===== config.mk =====
export PLATFORM = sky130hd
export DESIGN_NAME = uart_tx_arbiter_flat
export DESIGN_NICKNAME = d
export VERILOG_FILES = /design/src/rtl/uart_tx_arbiter_pkg.sv /design/src/rtl/uart_tx_arbiter_if.sv /design/src/rtl/uart_tx_arbiter_rr_arbiter.sv /design/src/rtl/uart_tx_arbiter.sv /design/src/flat_wrapper.sv
export SDC_FILE = /design/constraint.sdc
export NUM_CORES = 1
export LEC_CHECK = 0
export ABC_CLOCK_PERIOD_IN_PS = 2800
export BUFFER_PORTS_ARGS = -buffer_cell sky130_fd_sc_hd__buf_2
export CAP_MARGIN = 20
export CORE_ASPECT_RATIO = 0.9
export CORE_MARGIN = 2
export CORE_UTILIZATION = 44
export DETAILED_ROUTE_END_ITERATION = 6
export GPL_TIMING_DRIVEN = 1
export PLACE_DENSITY = 0.71
export SYNTH_ARGS = -nofsm -noshare
export SYNTH_HDL_FRONTEND = slang
export SYNTH_SLANG_ARGS = --single-unit

===== constraint.sdc =====
create_clock -name clk -period 2.8 [get_ports clk]
set_input_delay 0.42 -clock clk [delete_from_list [all_inputs] [get_ports clk]]
set_output_delay 0.42 -clock clk [all_outputs]
set_load 0.05 [all_outputs]

===== src/rtl/uart_tx_arbiter_pkg.sv =====
// Shared types and helpers for the UART transmit arbiter: FSM state encoding,
// header constants and the round-robin selection function.
package uart_arb_pkg;

  localparam int MAX_REQ = 8;
  localparam int IDX_W   = 3;
  localparam logic [7:0] SYNC_BYTE_DEF = 8'hA5;

  typedef enum logic [2:0] {
    IDLE,
    HDR0,
    HDR1,
    DATA,
    GAP,
    DONE
  } arb_state_t;

  // First set request at or after ptr, wrapping modulo n; one-hot result.
  function automatic logic [MAX_REQ-1:0] rr_pick(
    input logic [MAX_REQ-1:0] req,
    input logic [IDX_W-1:0]   ptr,
    input int                 n
  );
    logic [MAX_REQ-1:0] pick;
    logic               found;
    logic [IDX_W-1:0]   idx;
    pick  = '0;
    found = 1'b0;
    for (int k = 0; k < MAX_REQ; k++) begin
      if (k < n) begin
        idx = IDX_W'((int'(ptr) + k) % n);
        if (!found && req[idx]) begin
          pick[idx] = 1'b1;
          found     = 1'b1;
        end
      end
    end
    return pick;
  endfunction

  function automatic logic [IDX_W-1:0] onehot_idx(input logic [MAX_REQ-1:0] oh);
    logic [IDX_W-1:0] idx;
    idx = '0;
    for (int k = 0; k < MAX_REQ; k++) begin
      if (oh[k]) idx = idx | IDX_W'(k);
    end
    return idx;
  endfunction

endpackage


===== src/rtl/uart_tx_arbiter_if.sv =====
// Byte-wide UART transmitter port: the arbiter is master, the transmitter slave.
interface uart_tx_arbiter_if;

  logic       uart_empty;
  logic       uart_tx_data_we;
  logic [7:0] uart_tx_data;

  modport master (
    input  uart_empty,
    output uart_tx_data_we,
    output uart_tx_data
  );

  modport slave (
    output uart_empty,
    input  uart_tx_data_we,
    input  uart_tx_data
  );

endinterface


===== src/rtl/uart_tx_arbiter_rr_arbiter.sv =====
// Round-robin requester pick with a registered priority pointer; the pointer
// moves just past the finishing requester when advance is pulsed.
module rr_arbiter
  import uart_arb_pkg::*;
#(
  parameter int N = 2
) (
  input  logic             clk,
  input  logic             reset_n,
  input  logic [N-1:0]     i_req,
  input  logic             i_advance,
  input  logic [IDX_W-1:0] i_last_idx,
  output logic [N-1:0]     o_pick,
  output logic             o_any
);

  logic [IDX_W-1:0]   r_ptr;
  logic [MAX_REQ-1:0] w_req_ext;
  logic [MAX_REQ-1:0] w_pick_ext;
  logic               w_unused_pick;

  always_comb begin
    w_req_ext         = '0;
    w_req_ext[N-1:0]  = i_req;
  end

  assign w_pick_ext    = rr_pick(w_req_ext, r_ptr, N);
  assign o_pick        = w_pick_ext[N-1:0];
  assign o_any         = |i_req;
  assign w_unused_pick = ^w_pick_ext;

  always_ff @(posedge clk) begin
    if (!reset_n) begin
      r_ptr <= '0;
    end else if (i_advance) begin
      r_ptr <= (int'(i_last_idx) + 1 >= N) ? '0 : i_last_idx + IDX_W'(1);
    end
  end

endmodule


===== src/rtl/uart_tx_arbiter.sv =====
// Packet-level round-robin sharing of one UART byte transmitter between
// NUM_REQ sources; each packet is framed by SYNC_BYTE and the source index.
module uart_tx_arbiter
  import uart_arb_pkg::*;
#(
  parameter int         NUM_REQ   = 2,
  parameter logic [7:0] SYNC_BYTE = SYNC_BYTE_DEF,
  parameter int         MAX_LEN   = 4096
) (
  input  logic                   clk,
  input  logic                   reset_n,
  input  logic [NUM_REQ-1:0]     req,
  input  logic [NUM_REQ*8-1:0]   src_data,
  input  logic [NUM_REQ-1:0]     src_valid,
  input  logic [NUM_REQ-1:0]     src_last,
  output logic [NUM_REQ-1:0]     src_ready,
  output logic [NUM_REQ-1:0]     grant,
  output logic                   busy,
  output logic                   overflow,
  uart_tx_arbiter_if.master      uart
);

  localparam int LEN_W = $clog2(MAX_LEN + 1);

  arb_state_t         r_state;
  arb_state_t         r_ret;
  logic [NUM_REQ-1:0] r_grant;
  logic [LEN_W-1:0]   r_len_cnt;
  logic               r_overflow;
  logic               r_we;
  logic [7:0]         r_data;
  logic               r_busy;

  arb_state_t         w_state_nxt;
  arb_state_t         w_ret_nxt;
  logic [NUM_REQ-1:0] w_grant_nxt;
  logic [LEN_W-1:0]   w_len_nxt;
  logic               w_ovf_nxt;
  logic               w_we_nxt;
  logic [7:0]         w_data_nxt;
  logic               w_advance;

  logic [NUM_REQ-1:0] w_pick;
  logic               w_any;
  logic [MAX_REQ-1:0] w_grant_ext;
  logic [IDX_W-1:0]   w_gidx;
  logic [7:0]         w_sel_data;
  logic               w_sel_valid;
  logic               w_sel_last;
  logic               w_accept;
  logic               w_hit_max;

  rr_arbiter #(.N(NUM_REQ)) u_rr (
    .clk        (clk),
    .reset_n    (reset_n),
    .i_req      (req),
    .i_advance  (w_advance),
    .i_last_idx (w_gidx),
    .o_pick     (w_pick),
    .o_any      (w_any)
  );

  always_comb begin
    w_grant_ext                = '0;
    w_grant_ext[NUM_REQ-1:0]   = r_grant;
  end

  assign w_gidx = onehot_idx(w_grant_ext);

  // Grant is one-hot, so OR-ing the masked lanes yields the granted source.
  always_comb begin
    w_sel_data = '0;
    for (int i = 0; i < NUM_REQ; i++) begin
      if (r_grant[i]) w_sel_data = w_sel_data | src_data[i*8 +: 8];
    end
  end

  assign w_sel_valid = |(src_valid & r_grant);
  assign w_sel_last  = |(src_last & r_grant);
  assign src_ready   = (r_state == DATA && uart.uart_empty && !r_we) ? r_grant : '0;
  assign w_accept    = w_sel_valid && (r_state == DATA) && uart.uart_empty && !r_we;
  assign w_hit_max   = (r_len_cnt + LEN_W'(1)) == LEN_W'(MAX_LEN);

  always_ff @(posedge clk) begin
    if (!reset_n) begin
      r_state    <= IDLE;
      r_ret      <= IDLE;
      r_grant    <= '0;
      r_len_cnt  <= '0;
      r_overflow <= 1'b0;
      r_we       <= 1'b0;
      r_data     <= '0;
      r_busy     <= 1'b0;
    end else begin
      r_state    <= w_state_nxt;
      r_ret      <= w_ret_nxt;
      r_grant    <= w_grant_nxt;
      r_len_cnt  <= w_len_nxt;
      r_overflow <= w_ovf_nxt;
      r_we       <= w_we_nxt;
      r_data     <= w_data_nxt;
      r_busy     <= (w_state_nxt != IDLE);
    end
  end

  // Every byte strobe detours through GAP so uart_empty can drop before the next byte.
  always_comb begin
    w_state_nxt = r_state;
    w_ret_nxt   = r_ret;
    case (r_state)
      IDLE: if (w_any) w_state_nxt = HDR0;
      HDR0: if (uart.uart_empty) begin
        w_state_nxt = GAP;
        w_ret_nxt   = HDR1;
      end
      HDR1: if (uart.uart_empty) begin
        w_state_nxt = GAP;
        w_ret_nxt   = DATA;
      end
      DATA: if (w_accept) begin
        w_state_nxt = GAP;
        w_ret_nxt   = (w_sel_last || w_hit_max) ? DONE : DATA;
      end
      GAP:     w_state_nxt = r_ret;
      DONE:    w_state_nxt = IDLE;
      default: w_state_nxt = IDLE;
    endcase
  end

  always_comb begin
    w_grant_nxt = r_grant;
    w_len_nxt   = r_len_cnt;
    w_ovf_nxt   = r_overflow;
    w_we_nxt    = 1'b0;
    w_data_nxt  = r_data;
    w_advance   = 1'b0;
    case (r_state)
      IDLE: if (w_any) w_grant_nxt = w_pick;
      HDR0: if (uart.uart_empty) begin
        w_we_nxt   = 1'b1;
        w_data_nxt = SYNC_BYTE;
      end
      HDR1: if (uart.uart_empty) begin
        w_we_nxt   = 1'b1;
        w_data_nxt = {{(8-IDX_W){1'b0}}, w_gidx};
      end
      DATA: if (w_accept) begin
        w_we_nxt   = 1'b1;
        w_data_nxt = w_sel_data;
        w_len_nxt  = r_len_cnt + LEN_W'(1);
        if (!w_sel_last && w_hit_max) w_ovf_nxt = 1'b1;
      end
      DONE: begin
        w_grant_nxt = '0;
        w_len_nxt   = '0;
        w_advance   = 1'b1;
      end
      default: ;
    endcase
  end

  assign grant                = r_grant;
  assign busy                 = r_busy;
  assign overflow             = r_overflow;
  assign uart.uart_tx_data_we = r_we;
  assign uart.uart_tx_data    = r_data;

endmodule


===== src/flat_wrapper.sv =====
// flat-port wrapper written by rule: the top's interface ports become plain ports
module uart_tx_arbiter_flat import uart_arb_pkg::*;
#(
  parameter int         NUM_REQ   = 2,
  parameter logic [7:0] SYNC_BYTE = SYNC_BYTE_DEF,
  parameter int         MAX_LEN   = 4096
)
  (clk, reset_n, req, src_data, src_valid, src_last, src_ready, grant, busy, overflow, uart_uart_empty, uart_uart_tx_data_we, uart_uart_tx_data);
  uart_tx_arbiter_if uart_i ();
  input  logic clk;
  input  logic reset_n;
  input  logic [NUM_REQ-1:0] req;
  input  logic [NUM_REQ*8-1:0] src_data;
  input  logic [NUM_REQ-1:0] src_valid;
  input  logic [NUM_REQ-1:0] src_last;
  output logic [NUM_REQ-1:0] src_ready;
  output logic [NUM_REQ-1:0] grant;
  output logic busy;
  output logic overflow;
  input wire logic [$bits(uart_i.uart_empty)-1:0] uart_uart_empty;
  output wire logic [$bits(uart_i.uart_tx_data_we)-1:0] uart_uart_tx_data_we;
  output wire logic [$bits(uart_i.uart_tx_data)-1:0] uart_uart_tx_data;
  assign uart_i.uart_empty = uart_uart_empty;
  assign uart_uart_tx_data_we = uart_i.uart_tx_data_we;
  assign uart_uart_tx_data = uart_i.uart_tx_data;
  uart_tx_arbiter #(.NUM_REQ(NUM_REQ), .SYNC_BYTE(SYNC_BYTE), .MAX_LEN(MAX_LEN)) u_core (.clk(clk), .reset_n(reset_n), .req(req), .src_data(src_data), .src_valid(src_valid), .src_last(src_last), .src_ready(src_ready), .grant(grant), .busy(busy), .overflow(overflow), .uart(uart_i));
endmodule

==> reports/qor_table.md <==
| Parameter | Reported | Unit |
| --- | --- | --- |
| Effective utilization at floorplan | 45.64 | % |
| Maximum buffer depth of the clock tree | 2 | - |
| Number of sinks handled by clock tree synthesis | 33 | - |
| Storage cell area | 660.6 | sq um |
| Initial antenna violation count | 0 | - |
| Clk slew on worst S/H paths | 0.07 | ns |
| Leakage power | 0.8549 | nW |
| Drt drc | 0 | - |
| Cell depth of the worst flop-to-flop path | 5 | - |
| Mean instance size in the synthesized netlist | 8.155 | sq um |
| Final Net Count | 283 | - |
| TritonCTS clock tree | yes | - |
| Worst setup path class | flip-flop to flip-flop | - |
| YS warnings | 0 | - |
| Critical path buffers and inverters | 0 | - |
| Most area-hungry cell type in the Yosys netlist | sky130_fd_sc_hd__dfxtp_1 | - |
| Post-Layout Cell Count | 305 | - |
| Net Switching | 0.0002790 | W |
| Number of buffers created by CTS | 5 | - |
| Period utilisation layout | 82.42 | % |
| Worst VDD drop | 0.0003479 | V |
| Power share of the sequential group | 50.3 | % |
| Number of synthesized flops with an enable pin | 0 | - |
| Total routed wirelength | 4342 | um |
| Worst R2R Setup Slack | 0.49 | ns |
| Internal power component | 0.0007272 | W |
| CTS hold repair buffers | 0 | - |
| Max-slew violations | 0 | - |
| Total via count after detailed routing | 1,783 | - |
| Remaining number of nets flagged by the antenna check after routing | 0 | - |
| Ratio of routed vias to standard cells | 5.846 | - |
| Synth Instances | 228 | - |
| Post-detail-place hpwl | 3180 | um |
| Startpoint types | flip-flop | - |
| Signal arrival time at the worst endpoint | 2.48 | ns |
| Proportion of register bits with asynchronous set or reset after synthesis | 0 | % |
| Type of element capturing the critical path | flip-flop | - |
| Outcome | complete, no violations | - |
| Biggest cell delay along the critical path | 0.58 | ns |
| Unrepaired setup endpoints after global routing | false | - |
| Power share of the combinational group | 13.6 | % |
| Hold Path Stages | 2 | - |
| Synth Register Bits | 33 | - |
| Post-synthesis cell area | 1859 | sq um |
| Die height | 65.67 | um |
| Largest driver fanout on the critical path | 16 | - |
| Cell count along the critical path | 5 | - |
| Number of buffer cells added on primary ports | 39 | - |
| Worst reg2reg startpoint | u_core.r_state[0]$_SDFF_PN0_ | - |
| Destination of the worst hold path | u_core.overflow$_SDFFE_PN0P_ | - |
| Required arrival time at the worst endpoint | 2.97 | ns |
| Cells along the critical path | nor2b_1, and3_1, nor3_1, o31a_1, or3_1 | - |
| Worst reg2reg endpoint | u_core.busy$_SDFF_PN0_ | - |
| Filler cell count in the final layout | 398 | - |
| Max_slew headroom | 56.68 | % |
| Iter 0 DRT Violations | 137 | - |
| Fraction of layout instances using a drive strength above 1 | 21.79 | % |
| Core region area | 4074 | sq um |
| Most frequent cell after synthesis | sky130_fd_sc_hd__dfxtp_1 | - |
| Worst-Skew Late Latency | 0.28 | ns |
| Standard-cell rows | 22 | - |
| Setup violation total in the final timing report | 0 | - |
| Synthesized net count | 254 | - |
| Average wire per cell in the routed design | 14.24 | um |
| Minimum clock period | 2.308 | ns |
| Detailed-routing iteration count for the pre-antenna-repair pass | 4 | - |
| Sequential area share after synthesis | 35.53 | % |
| Top cell family by delay on the critical path | simple AND/OR/NAND/NOR gates | - |
| Final hold violation count | 0 | - |
| Max cap viols | 0 | - |
| Switching portion of total power | 27.73 | % |
| Power density over the cells | 477.3 | nW/um^2 |
| Fmax achieved | 0.4333 | GHz |
| Diodes inserted | 0 | - |
| CTS resizes | 0 | - |
| Via count of the first global-routing pass | 1,588 | - |
| Area growth from synthesis to layout | 13.39 | % |
| Share of Yosys cell area claimed by the top area cell type | 35.53 | % |
| Clock Skews | 0.003626 | ns |
| Max H-tree Level | 2 | - |
| Count of boundary I/O pins | 40 | - |
| Min setup slack post-route | 0.4923 | ns |
| Worst Hold Class | flip-flop to flip-flop | - |
| Dominant synthesized flop cell | sky130_fd_sc_hd__dfxtp_1 | - |
| Slew of the pin with the lowest slew margin | 0.6490 | ns |
| Overall track demand over capacity in global routing | 19.50 | % |
| Overflow after GRT | 0 | - |
| Die Area | 4762 | sq um |
| Total Negative Setup Slacks | 0 | ns |
| Width of the die | 72.52 | um |
| Top area cells in the synthesized netlist | sky130_fd_sc_hd__dfxtp_1 36%, sky130_fd_sc_hd__a21oi_1 6.2%, sky130_fd_sc_hd__nor2_1 5.5% | - |
| Total area of multi-input combinational cells | 1072 | sq um |
| Top cells by count, synth | 33 x sky130_fd_sc_hd__dfxtp_1, 27 x sky130_fd_sc_hd__nor2_1, 23 x sky130_fd_sc_hd__a21oi_1 | - |
| Startpoint of the lowest-slack hold path | u_core.overflow$_SDFFE_PN0P_ | - |
| Root buffer cell | sky130_fd_sc_hd__clkbuf_8 | - |
| Finished layout cell area | 2108 | sq um |
| Setup repair bufs after CTS | 0 | - |
| Cell area after placement | 2022 | sq um |
| Clk network pwr share | 36.1 | % |
| Distinct cell type count after synthesis | 50 | - |
| Routability-driven placement congestion ratio | 0.8955 | - |
| Placed Cells | 298 | - |
| Global-route wire length before repair | 7279 | um |
| Minimum setup slack after placement | 0.5168 | ns |
| Pin count of the biggest net entering global routing | 23 | - |
| Library cell contributing the largest single delay on the critical path | sky130_fd_sc_hd__and3_1 | - |
registers in the layout, summed over array words and instances, names as in the netlist:
register                     count
u_core.r_state                   3
u_core.u_rr.r_ptr                1
u_core.r_ret                     3
u_core.overflow                  1
u_core.grant                     2
u_core.uart.uart_tx_data_we      1
u_core.uart.uart_tx_data         8
u_core.busy                      1
u_core.r_len_cnt                13
through the flow:
step	hold WS, ns	utilization (%)	power [W]
2_1_floorplan	0.4372	-	0.0006127
3_3_place_gp	0.4670	49.63	0.0006518
3_5_place_dp	0.4680	49.63	0.0006526
4_1_cts	0.4777	51.75	0.001015
5_1_grt	0.4995	51.75	0.001057
6_report	0.4740	51.75	0.001006
cells in the final DEF (no fill, tap or decap), types with 5 or more instances in the layout:
master	instances
sky130_fd_sc_hd__a21oi_1	23
sky130_fd_sc_hd__a22o_1	5
sky130_fd_sc_hd__and2_1	5
sky130_fd_sc_hd__buf_2	39
sky130_fd_sc_hd__clkbuf_8	6
sky130_fd_sc_hd__dfxtp_1	33
sky130_fd_sc_hd__inv_1	7
sky130_fd_sc_hd__nand2_1	13
sky130_fd_sc_hd__nand3_1	11
sky130_fd_sc_hd__nand3b_1	7
sky130_fd_sc_hd__nor2_1	27
sky130_fd_sc_hd__nor3_1	8
sky130_fd_sc_hd__o21ai_0	11
routing by layer:
metal	routed length, um	vias to the layer above	GRT usage (%)
li1	-	888	-
met1	2133	839	27.15
met2	1960	51	30.00
met3	215	5	5.215
met4	33	0	4.398
met5	0	-	0
cells by family after synthesis:
family	count (synthesis)	share of synthesized area, %
DFF	33	35.53
adders and majority gates	1	0.6728
and+or+nand+nor	94	28.87
xor gates and xnor gates	4	1.885
AOI/OAI and AO/OA	69	25.17
muxes	2	1.077
buffers and inverters	25	6.797
worst reg2reg max path, stage by stage, from the launching register on:
cell and delay [ns]:
sky130_fd_sc_hd__dfxtp_1 0.54, sky130_fd_sc_hd__nor2b_1 0.27, sky130_fd_sc_hd__and3_1 0.58, sky130_fd_sc_hd__nor3_1 0.15
sky130_fd_sc_hd__o31a_1 0.32, sky130_fd_sc_hd__or3_1 0.34
power by group through the flow:
stage / Combinational, W / Sequential, W / Clock [W]
after floorplan: 0.0000714 / 0.000541 / 0
after global placement: 0.000136 / 0.000515 / 0
after detailed placement: 0.000137 / 0.000516 / 0
after CTS: 0.000137 / 0.000505 / 0.000373
after global routing: 0.000149 / 0.000509 / 0.000399
final: 0.000137 / 0.000506 / 0.000363
how the worst max path moves through the flow:
stage / slack (ns) / startpoint / end
after floorplan: 0.79 / u_core.grant[0]$_SDFFE_PN0P_ / u_core.busy$_SDFF_PN0_
after global placement: 0.57 / u_core.r_state[0]$_SDFF_PN0_ / u_core.busy$_SDFF_PN0_
after detailed placement: 0.52 / u_core.r_state[0]$_SDFF_PN0_ / u_core.busy$_SDFF_PN0_
after CTS: 0.51 / u_core.r_state[0]$_SDFF_PN0_ / u_core.busy$_SDFF_PN0_
after global routing: 0.28 / u_core.r_state[0]$_SDFF_PN0_ / u_core.busy$_SDFF_PN0_
final: 0.49 / u_core.r_state[0]$_SDFF_PN0_ / u_core.busy$_SDFF_PN0_
area by class of cell:
type                            instances  share of cell area, %
Inverter                                7                  1.246
Sequential cell                        33                  31.34
Timing Repair Buffer                   40                  9.614
Tap cell                               48                  2.849
Clock buffer                            7                  4.095
Multi-Input combinational cell        170                  50.86
(Power assumes the default switching activity.)
